--- src/rtl/id_ex_stage_pkg.sv ---
// rtl/id_ex_stage_pkg.sv - shared MIPS opcode/funct/ALU-func definitions
package mips_defs;

    localparam logic [2:0] ALU_ADD = 3'd0;
    localparam logic [2:0] ALU_SUB = 3'd1;
    localparam logic [2:0] ALU_AND = 3'd2;
    localparam logic [2:0] ALU_OR  = 3'd3;
    localparam logic [2:0] ALU_NOR = 3'd4;
    localparam logic [2:0] ALU_SLT = 3'd5;
    localparam logic [2:0] ALU_BAD = 3'd6;

    localparam logic [5:0] OP_RTYPE = 6'h00;
    localparam logic [5:0] OP_BEQ   = 6'h04;
    localparam logic [5:0] OP_ADDI  = 6'h08;
    localparam logic [5:0] OP_SLTI  = 6'h0A;
    localparam logic [5:0] OP_ANDI  = 6'h0C;
    localparam logic [5:0] OP_ORI   = 6'h0D;
    localparam logic [5:0] OP_LW    = 6'h23;
    localparam logic [5:0] OP_SW    = 6'h2B;

    localparam logic [5:0] F_ADD = 6'h20;
    localparam logic [5:0] F_SUB = 6'h22;
    localparam logic [5:0] F_AND = 6'h24;
    localparam logic [5:0] F_OR  = 6'h25;
    localparam logic [5:0] F_NOR = 6'h27;
    localparam logic [5:0] F_SLT = 6'h2A;

    typedef struct packed {
        logic [2:0] func;
        logic       reg_write;
        logic       dest_rt;
        logic       use_imm;
        logic       zero_ext;
        logic       illegal;
    } dec_t;

endpackage

--- src/rtl/id_ex_stage_fwd_mux.sv ---
// rtl/id_ex_stage_fwd_mux.sv - operand forwarding select, EX/MEM over MEM/WB over regfile
module fwd_mux #(
    parameter int size    = 32,
    parameter int regbits = 5
) (
    input  logic [regbits-1:0] sel_reg,
    input  logic [size-1:0]    reg_data,
    input  logic               exmem_reg_write,
    input  logic [regbits-1:0] exmem_rd,
    input  logic [size-1:0]    exmem_result,
    input  logic               memwb_reg_write,
    input  logic [regbits-1:0] memwb_rd,
    input  logic [size-1:0]    memwb_result,
    output logic [size-1:0]    fwd_data
);

    logic exmem_hit;
    logic memwb_hit;

    // Register 0 is hardwired to zero, so it never receives a forwarded value.
    assign exmem_hit = exmem_reg_write && (exmem_rd != '0) && (exmem_rd == sel_reg);
    assign memwb_hit = memwb_reg_write && (memwb_rd != '0) && (memwb_rd == sel_reg);

    always_comb begin
        fwd_data = reg_data;
        if (exmem_hit) begin
            fwd_data = exmem_result;
        end else if (memwb_hit) begin
            fwd_data = memwb_result;
        end
    end

endmodule

--- src/rtl/id_ex_stage.sv ---
// rtl/id_ex_stage.sv - ID/EX pipeline register with ALU func decode and operand forwarding
module id_ex_stage
    import mips_defs::*;
#(
    parameter int size    = 32,
    parameter int regbits = 5
) (
    input  logic               clk,
    input  logic               rst_n,
    input  logic               stall,
    input  logic               flush,
    input  logic               id_valid,
    input  logic [5:0]         id_opcode,
    input  logic [5:0]         id_funct,
    input  logic [15:0]        id_imm,
    input  logic [regbits-1:0] id_rs,
    input  logic [regbits-1:0] id_rt,
    input  logic [regbits-1:0] id_rd,
    input  logic [size-1:0]    id_rs_data,
    input  logic [size-1:0]    id_rt_data,
    input  logic               exmem_reg_write,
    input  logic [regbits-1:0] exmem_rd,
    input  logic [size-1:0]    exmem_result,
    input  logic               memwb_reg_write,
    input  logic [regbits-1:0] memwb_rd,
    input  logic [size-1:0]    memwb_result,
    output logic [size-1:0]    alu_a,
    output logic [size-1:0]    alu_b,
    output logic [2:0]         alu_func,
    output logic               ex_valid,
    output logic               ex_reg_write,
    output logic [regbits-1:0] ex_dest,
    output logic [size-1:0]    ex_store_data,
    output logic               ex_illegal
);

    function automatic dec_t decode(input logic [5:0] opcode, input logic [5:0] funct);
        dec_t d;
        d      = '0;
        d.func = ALU_BAD;
        case (opcode)
            OP_RTYPE: begin
                d.reg_write = 1'b1;
                case (funct)
                    F_ADD:   d.func = ALU_ADD;
                    F_SUB:   d.func = ALU_SUB;
                    F_AND:   d.func = ALU_AND;
                    F_OR:    d.func = ALU_OR;
                    F_NOR:   d.func = ALU_NOR;
                    F_SLT:   d.func = ALU_SLT;
                    default: d.illegal = 1'b1;
                endcase
            end
            OP_ADDI: begin
                d.func = ALU_ADD; d.reg_write = 1'b1; d.dest_rt = 1'b1; d.use_imm = 1'b1;
            end
            OP_SLTI: begin
                d.func = ALU_SLT; d.reg_write = 1'b1; d.dest_rt = 1'b1; d.use_imm = 1'b1;
            end
            OP_ANDI: begin
                d.func = ALU_AND; d.reg_write = 1'b1; d.dest_rt = 1'b1; d.use_imm = 1'b1;
                d.zero_ext = 1'b1;
            end
            OP_ORI: begin
                d.func = ALU_OR; d.reg_write = 1'b1; d.dest_rt = 1'b1; d.use_imm = 1'b1;
                d.zero_ext = 1'b1;
            end
            OP_LW: begin
                d.func = ALU_ADD; d.reg_write = 1'b1; d.dest_rt = 1'b1; d.use_imm = 1'b1;
            end
            OP_SW: begin
                d.func = ALU_ADD; d.dest_rt = 1'b1; d.use_imm = 1'b1;
            end
            // beq compares two registers; the ALU zero flag resolves it downstream.
            OP_BEQ: begin
                d.func = ALU_SUB; d.dest_rt = 1'b1;
            end
            default: d.illegal = 1'b1;
        endcase
        return d;
    endfunction

    dec_t               id_dec;
    logic [regbits-1:0] id_dest;
    logic [size-1:0]    id_imm_ext;

    logic [regbits-1:0] ex_rs;
    logic [regbits-1:0] ex_rt;
    logic [size-1:0]    ex_rs_data;
    logic [size-1:0]    ex_rt_data;
    logic [size-1:0]    ex_imm;
    logic               ex_use_imm;
    logic [size-1:0]    rs_fwd;
    logic [size-1:0]    rt_fwd;

    assign id_dec     = decode(id_opcode, id_funct);
    assign id_dest    = id_dec.dest_rt ? id_rt : id_rd;
    assign id_imm_ext = id_dec.zero_ext ? {{(size-16){1'b0}}, id_imm}
                                        : {{(size-16){id_imm[15]}}, id_imm};

    // Bubbles clear only the control bits; the data registers keep their last values.
    always_ff @(posedge clk or negedge rst_n) begin
        if (!rst_n) begin
            ex_valid     <= 1'b0;
            ex_reg_write <= 1'b0;
            ex_illegal   <= 1'b0;
            alu_func     <= ALU_ADD;
            ex_dest      <= '0;
            ex_rs        <= '0;
            ex_rt        <= '0;
            ex_rs_data   <= '0;
            ex_rt_data   <= '0;
            ex_imm       <= '0;
            ex_use_imm   <= 1'b0;
        end else if (flush || (!stall && !id_valid)) begin
            ex_valid     <= 1'b0;
            ex_reg_write <= 1'b0;
            ex_illegal   <= 1'b0;
            alu_func     <= ALU_ADD;
        end else if (!stall) begin
            ex_valid     <= 1'b1;
            ex_reg_write <= id_dec.reg_write && (id_dest != '0);
            ex_illegal   <= id_dec.illegal;
            alu_func     <= id_dec.func;
            ex_dest      <= id_dest;
            ex_rs        <= id_rs;
            ex_rt        <= id_rt;
            ex_rs_data   <= id_rs_data;
            ex_rt_data   <= id_rt_data;
            ex_imm       <= id_imm_ext;
            ex_use_imm   <= id_dec.use_imm;
        end
    end

    fwd_mux #(.size(size), .regbits(regbits)) u_fwd_rs (
        .sel_reg         (ex_rs),
        .reg_data        (ex_rs_data),
        .exmem_reg_write (exmem_reg_write),
        .exmem_rd        (exmem_rd),
        .exmem_result    (exmem_result),
        .memwb_reg_write (memwb_reg_write),
        .memwb_rd        (memwb_rd),
        .memwb_result    (memwb_result),
        .fwd_data        (rs_fwd)
    );

    fwd_mux #(.size(size), .regbits(regbits)) u_fwd_rt (
        .sel_reg         (ex_rt),
        .reg_data        (ex_rt_data),
        .exmem_reg_write (exmem_reg_write),
        .exmem_rd        (exmem_rd),
        .exmem_result    (exmem_result),
        .memwb_reg_write (memwb_reg_write),
        .memwb_rd        (memwb_rd),
        .memwb_result    (memwb_result),
        .fwd_data        (rt_fwd)
    );

    assign alu_a         = rs_fwd;
    assign alu_b         = ex_use_imm ? ex_imm : rt_fwd;
    assign ex_store_data = rt_fwd;

endmodule

--- config.mk ---
export PLATFORM = sky130hd
export DESIGN_NAME = id_ex_stage
export DESIGN_NICKNAME = d
export VERILOG_FILES = /design/src/rtl/id_ex_stage_pkg.sv /design/src/rtl/id_ex_stage_fwd_mux.sv /design/src/rtl/id_ex_stage.sv
export SDC_FILE = /design/constraint.sdc
export NUM_CORES = 1
export LEC_CHECK = 0
export CORE_MARGIN = 3
export CORE_UTILIZATION = 46
export CTS_BUF_LIST = sky130_fd_sc_hd__clkbuf_16
export DETAILED_ROUTE_END_ITERATION = 6
export PLACE_DENSITY_LB_ADDON = 0.12
export REMOVE_ABC_BUFFERS = 1
export SLEW_MARGIN = 20
export SYNTH_ARGS = -nofsm -noshare
export SYNTH_HDL_FRONTEND = slang
export SYNTH_SLANG_ARGS = --single-unit
--- constraint.sdc ---
create_clock -name clk -period 6.9 [get_ports clk]
set_clock_uncertainty 0.1 [all_clocks]
set_input_delay 1.38 -clock clk [delete_from_list [all_inputs] [get_ports clk]]
set_output_delay 1.38 -clock clk [all_outputs]
set_load 0.02 [all_outputs]
==> impl_results.rst, run 1 <==
.. list-table::
   :header-rows: 1

   * - Metric
     - Value
   * - Number of routed nets with antenna violations
     - 0
   * - Top fanout value on the critical path
     - 32
   * - Final routed DRC violation total
     - 0
   * - Number of buffers added to fix hold violations after cts
     - 0
   * - Clock latency on the worst-skew pair
     - between 0.3 and 0.4 ns
   * - Initial core utilization
     - 0.480
   * - Worst slew slack as a fraction of its limit
     - 0.410
   * - Commonest cells after routing, fill and taps aside
     - 293 x sky130_fd_sc_hd__clkdlybuf4s50_1, 277 x sky130_fd_sc_hd__nand2_1, 102 x sky130_fd_sc_hd__dfrtp_1, 64 x sky130_fd_sc_hd__nor2_1, 56 x sky130_fd_sc_hd__mux2i_1
   * - Storage element area
     - 0.00258 mm²
   * - Number of H-tree levels
     - 3
   * - Transition time at the pin with the least slew margin
     - slightly below 0.9 ns
   * - Setup-failing EPs final
     - 0
   * - Congestion Overflow GR
     - 0
   * - Placeable Area
     - between 0.01 and 0.015 mm²
   * - Most frequent standard cell in the layout excluding fill and tap cells
     - sky130_fd_sc_hd__clkdlybuf4s50_1
   * - Achievable Freq
     - 165 MHz
   * - First-pass iteration count of the detailed router
     - 5
   * - Number of setup buffers added after CTS
     - 0
   * - Sequential element share of the synthesized area
     - 0.398
   * - Combined area of all synthesized cells
     - 0.00648 mm²
   * - Critical Path Source Type
     - input port
   * - TritonCTS sink count
     - slightly above 100
   * - Fraction of synthesized cell area taken by the top area cell type
     - 0.398
   * - Clk pin slew, worst setup/hold paths
     - about 0.060 ns
   * - Int Power
     - roughly 0.0014 W
   * - Overall fraction of global-route tracks in use
     - 0.285
   * - Vias per cell
     - about 5.4
   * - Switching share of power
     - 0.348
   * - CTS root buf
     - sky130_fd_sc_hd__clkbuf_16
   * - Most used flip-flop cell after synthesis
     - sky130_fd_sc_hd__dfrtp_1
   * - Result of the run
     - completed
   * - Worst hold-check path type
     - flop to flop
   * - Distinct cell type count of the synthesized netlist
     - 47
   * - Pins Over Slew Limit
     - 0
   * - P_leak
     - ~4.3 nW
   * - Largest net degree at the start of global routing
     - 70
   * - TritonCTS clock tree
     - built
   * - Total half-perimeter wirelength after legalization and detailed placement
     - between 15,000 and 20,000 µm
   * - Critical Path AT
     - roughly 4.6 ns
   * - Total Die Area
     - between 0.015 and 0.02 mm²
   * - Final hold vios
     - 0
   * - Share of power burned in the clock network
     - 0.216
   * - Setup Total Neg Slack
     - 0 ns
   * - Time the worst path needs with I/O delays and setup
     - 6.05 ns
   * - Die extent in x
     - roughly 120 µm
   * - Tot Pwr
     - 0.00212 W
   * - Largest cells by area after synthesis
     - sky130_fd_sc_hd__dfrtp_1 40%, sky130_fd_sc_hd__nand2_1 16%, sky130_fd_sc_hd__mux2i_1 8.6%
   * - Number of nets in the final layout
     - about 1,200
   * - Worst IR drop on VDD
     - between 0.1 and 0.15 mV
   * - Share of post-route cells with drive strength above 1
     - 0.0563
   * - Cts repair resizes
     - 0
   * - Syn. warnings
     - 0
   * - Total power per unit cell area
     - ~220 mW/mm²
   * - Combinational cell fraction of total power
     - 0.427
   * - Number of core rows
     - 42
   * - Slowest stage cell on the critical path
     - sky130_fd_sc_hd__clkdlybuf4s50_1
   * - Max Cap Viol
     - 0
   * - Buffers added on ports
     - 294
   * - Post-synthesis cell type with the largest combined area
     - sky130_fd_sc_hd__dfrtp_1
   * - Clock tree buffer depth
     - 2
   * - Data required time of the worst path
     - ~5.4 ns
   * - Average routed wire per standard cell
     - 18.0 µm
   * - Area of the multi-input gates
     - 0.00354 mm²
   * - Share of the clock period used by the worst path after layout
     - 0.876
   * - RSZ-0062 raised after global routing
     - false
   * - Total CTS buffers
     - 9
   * - Cells traversed along the worst timing path
     - clkdlybuf4s50_1 -> or4_1 -> o21a_1 -> buf_4 -> nand3_4 -> a221oi_1 -> o31ai_1 -> clkdlybuf4s50_1
   * - Die Height
     - 125 µm
   * - EDFF count, synth
     - 0
   * - Maximum cell stage delay along the critical path
     - roughly 0.66 ns
   * - DR vias
     - approximately 6,700
   * - Most frequent CP cell
     - sky130_fd_sc_hd__clkdlybuf4s50_1
   * - P_sw
     - roughly 0.00074 W
   * - Portion of total power attributed to sequential cells
     - 0.357
   * - Count of mapped cells out of synthesis
     - ~800
   * - Global-route wire length before repair
     - roughly 36,000 µm
   * - Routed wire length
     - between 20,000 and 25,000 µm
   * - Final weighted congestion of routability-driven global placement
     - about 0.92
   * - Critical path class
     - input port to output pin
   * - Number of antenna violations at the first check in global routing
     - 2
   * - Number of filler cells placed in the layout
     - ~1,100
   * - Worst Setup End Kind
     - output pin
   * - Layout overhead on the synthesized area
     - 49.3%
   * - Number of DRC violations after detailed-routing iteration 0
     - 523
   * - Async set-reset flop share out of synthesis
     - 1.00
   * - Post-synthesis sequential element count
     - approximately 100
   * - Number of I/O pins
     - ~300
   * - Average instance area after synthesis
     - a little over 8 µm²
   * - Number of global-route vias before repair
     - ~6,700
## area by class of cell
class | count | share of cell area
Antenna cell | 2 | 0.000517
Timing Repair Buffer | 305 | 0.312
Tap cell | 176 | 0.0228
Clock inverter | 6 | 0.00246
Multi-Input combinational cell | 625 | 0.366
Clock buffer | 9 | 0.0233
Inverter | 17 | 0.00659
Sequential cell | 103 | 0.266
## synthesized netlist by cell type (17+ instances only)
cell type and n:
sky130_fd_sc_hd__mux2i_1 56, sky130_fd_sc_hd__nor3_1 21, sky130_fd_sc_hd__dfrtp_1 103, sky130_fd_sc_hd__a221oi_2 26, sky130_fd_sc_hd__a21oi_1 27, sky130_fd_sc_hd__inv_1 17
sky130_fd_sc_hd__and3_1 17, sky130_fd_sc_hd__o31ai_1 17, sky130_fd_sc_hd__nor2_1 65, sky130_fd_sc_hd__o21ai_1 30, sky130_fd_sc_hd__o21ai_0 23, sky130_fd_sc_hd__nand2_1 277
sky130_fd_sc_hd__clkbuf_1 36
## final timing paths
check / startpoint / end / slack (ns) / cells after the start
max in group asynchronous: rst_n / ex_use_imm / 4.49 / 2
hold / removal: ex_imm[30] / ex_imm[30] / 0.37 / 2
hold reg to reg: ex_imm[30] / ex_imm[30] / 0.37 / 2
min in group asynchronous: rst_n / ex_rs_data[10] / 0.88 / 1
setup / recovery: memwb_rd[4] / alu_b[31] / 0.85 / 8
setup reg to reg: ex_use_imm / ex_use_imm / 5.29 / 2
## metrics by stage
step	hold slack [ns]	instance area [µm²]	utilization	instances	setup slack (ns)
after floorplan	0.339	6170	-	745	1.01
after global placement	0.351	9430	0.698	1226	0.894
after detailed placement	0.356	9430	0.698	1226	0.855
after CTS	0.370	9670	0.716	1241	0.842
after global routing	0.394	9680	0.717	1243	0.743
final	0.365	9680	0.717	1243	0.853
## flip-flops by register name (all words and copies together) (netlist names), 3 cells and up
name        flops
ex_rs_data     32
ex_rt_data     32
ex_imm         17
ex_dest         5
ex_rs           5
ex_rt           5
alu_func        3
## power by group through the flow
stage | Clock, W | Combinational, W | Sequential (W)
floorplan | 0 | 0.000445 | 0.000761
global placement | 0 | 0.000897 | 0.000766
detailed placement | 0 | 0.000908 | 0.000767
CTS | 0.000466 | 0.000911 | 0.000756
global route | 0.000487 | 0.000973 | 0.000766
finish | 0.000457 | 0.000905 | 0.000756
## logic make-up after synthesis
family	synth area share
compound gates	0.165
xor+xnor	0.0270
buf+inv	0.0579
flops	0.398
mux	0.0865
simple gates	0.266
## worst max-delay path: cells and delay by family
| kind | cells | cell delay, ns |
|---|---|---|
| and+or+nand+nor | 2 | 1.04 |
| AOI/OAI and AO/OA | 3 | 0.77 |
| buffers and inverters | 3 | 1.36 |
## routing by layer
layer	share of wire	global-route usage	up-vias
met4	0.024	0.0948	0
met1	0.40	0.346	3138
met2	0.50	0.487	290
met5	0	0	-
li1	-	-	3240
met3	0.075	0.0793	35
(Power assumes the default switching activity.)
==> run 2, diff against run 1 <==
GPL_TIMING_DRIVEN = 1   (was default)
==> results of run 2 <==
Final layout, timing and power as in run 1 (identical DEF).
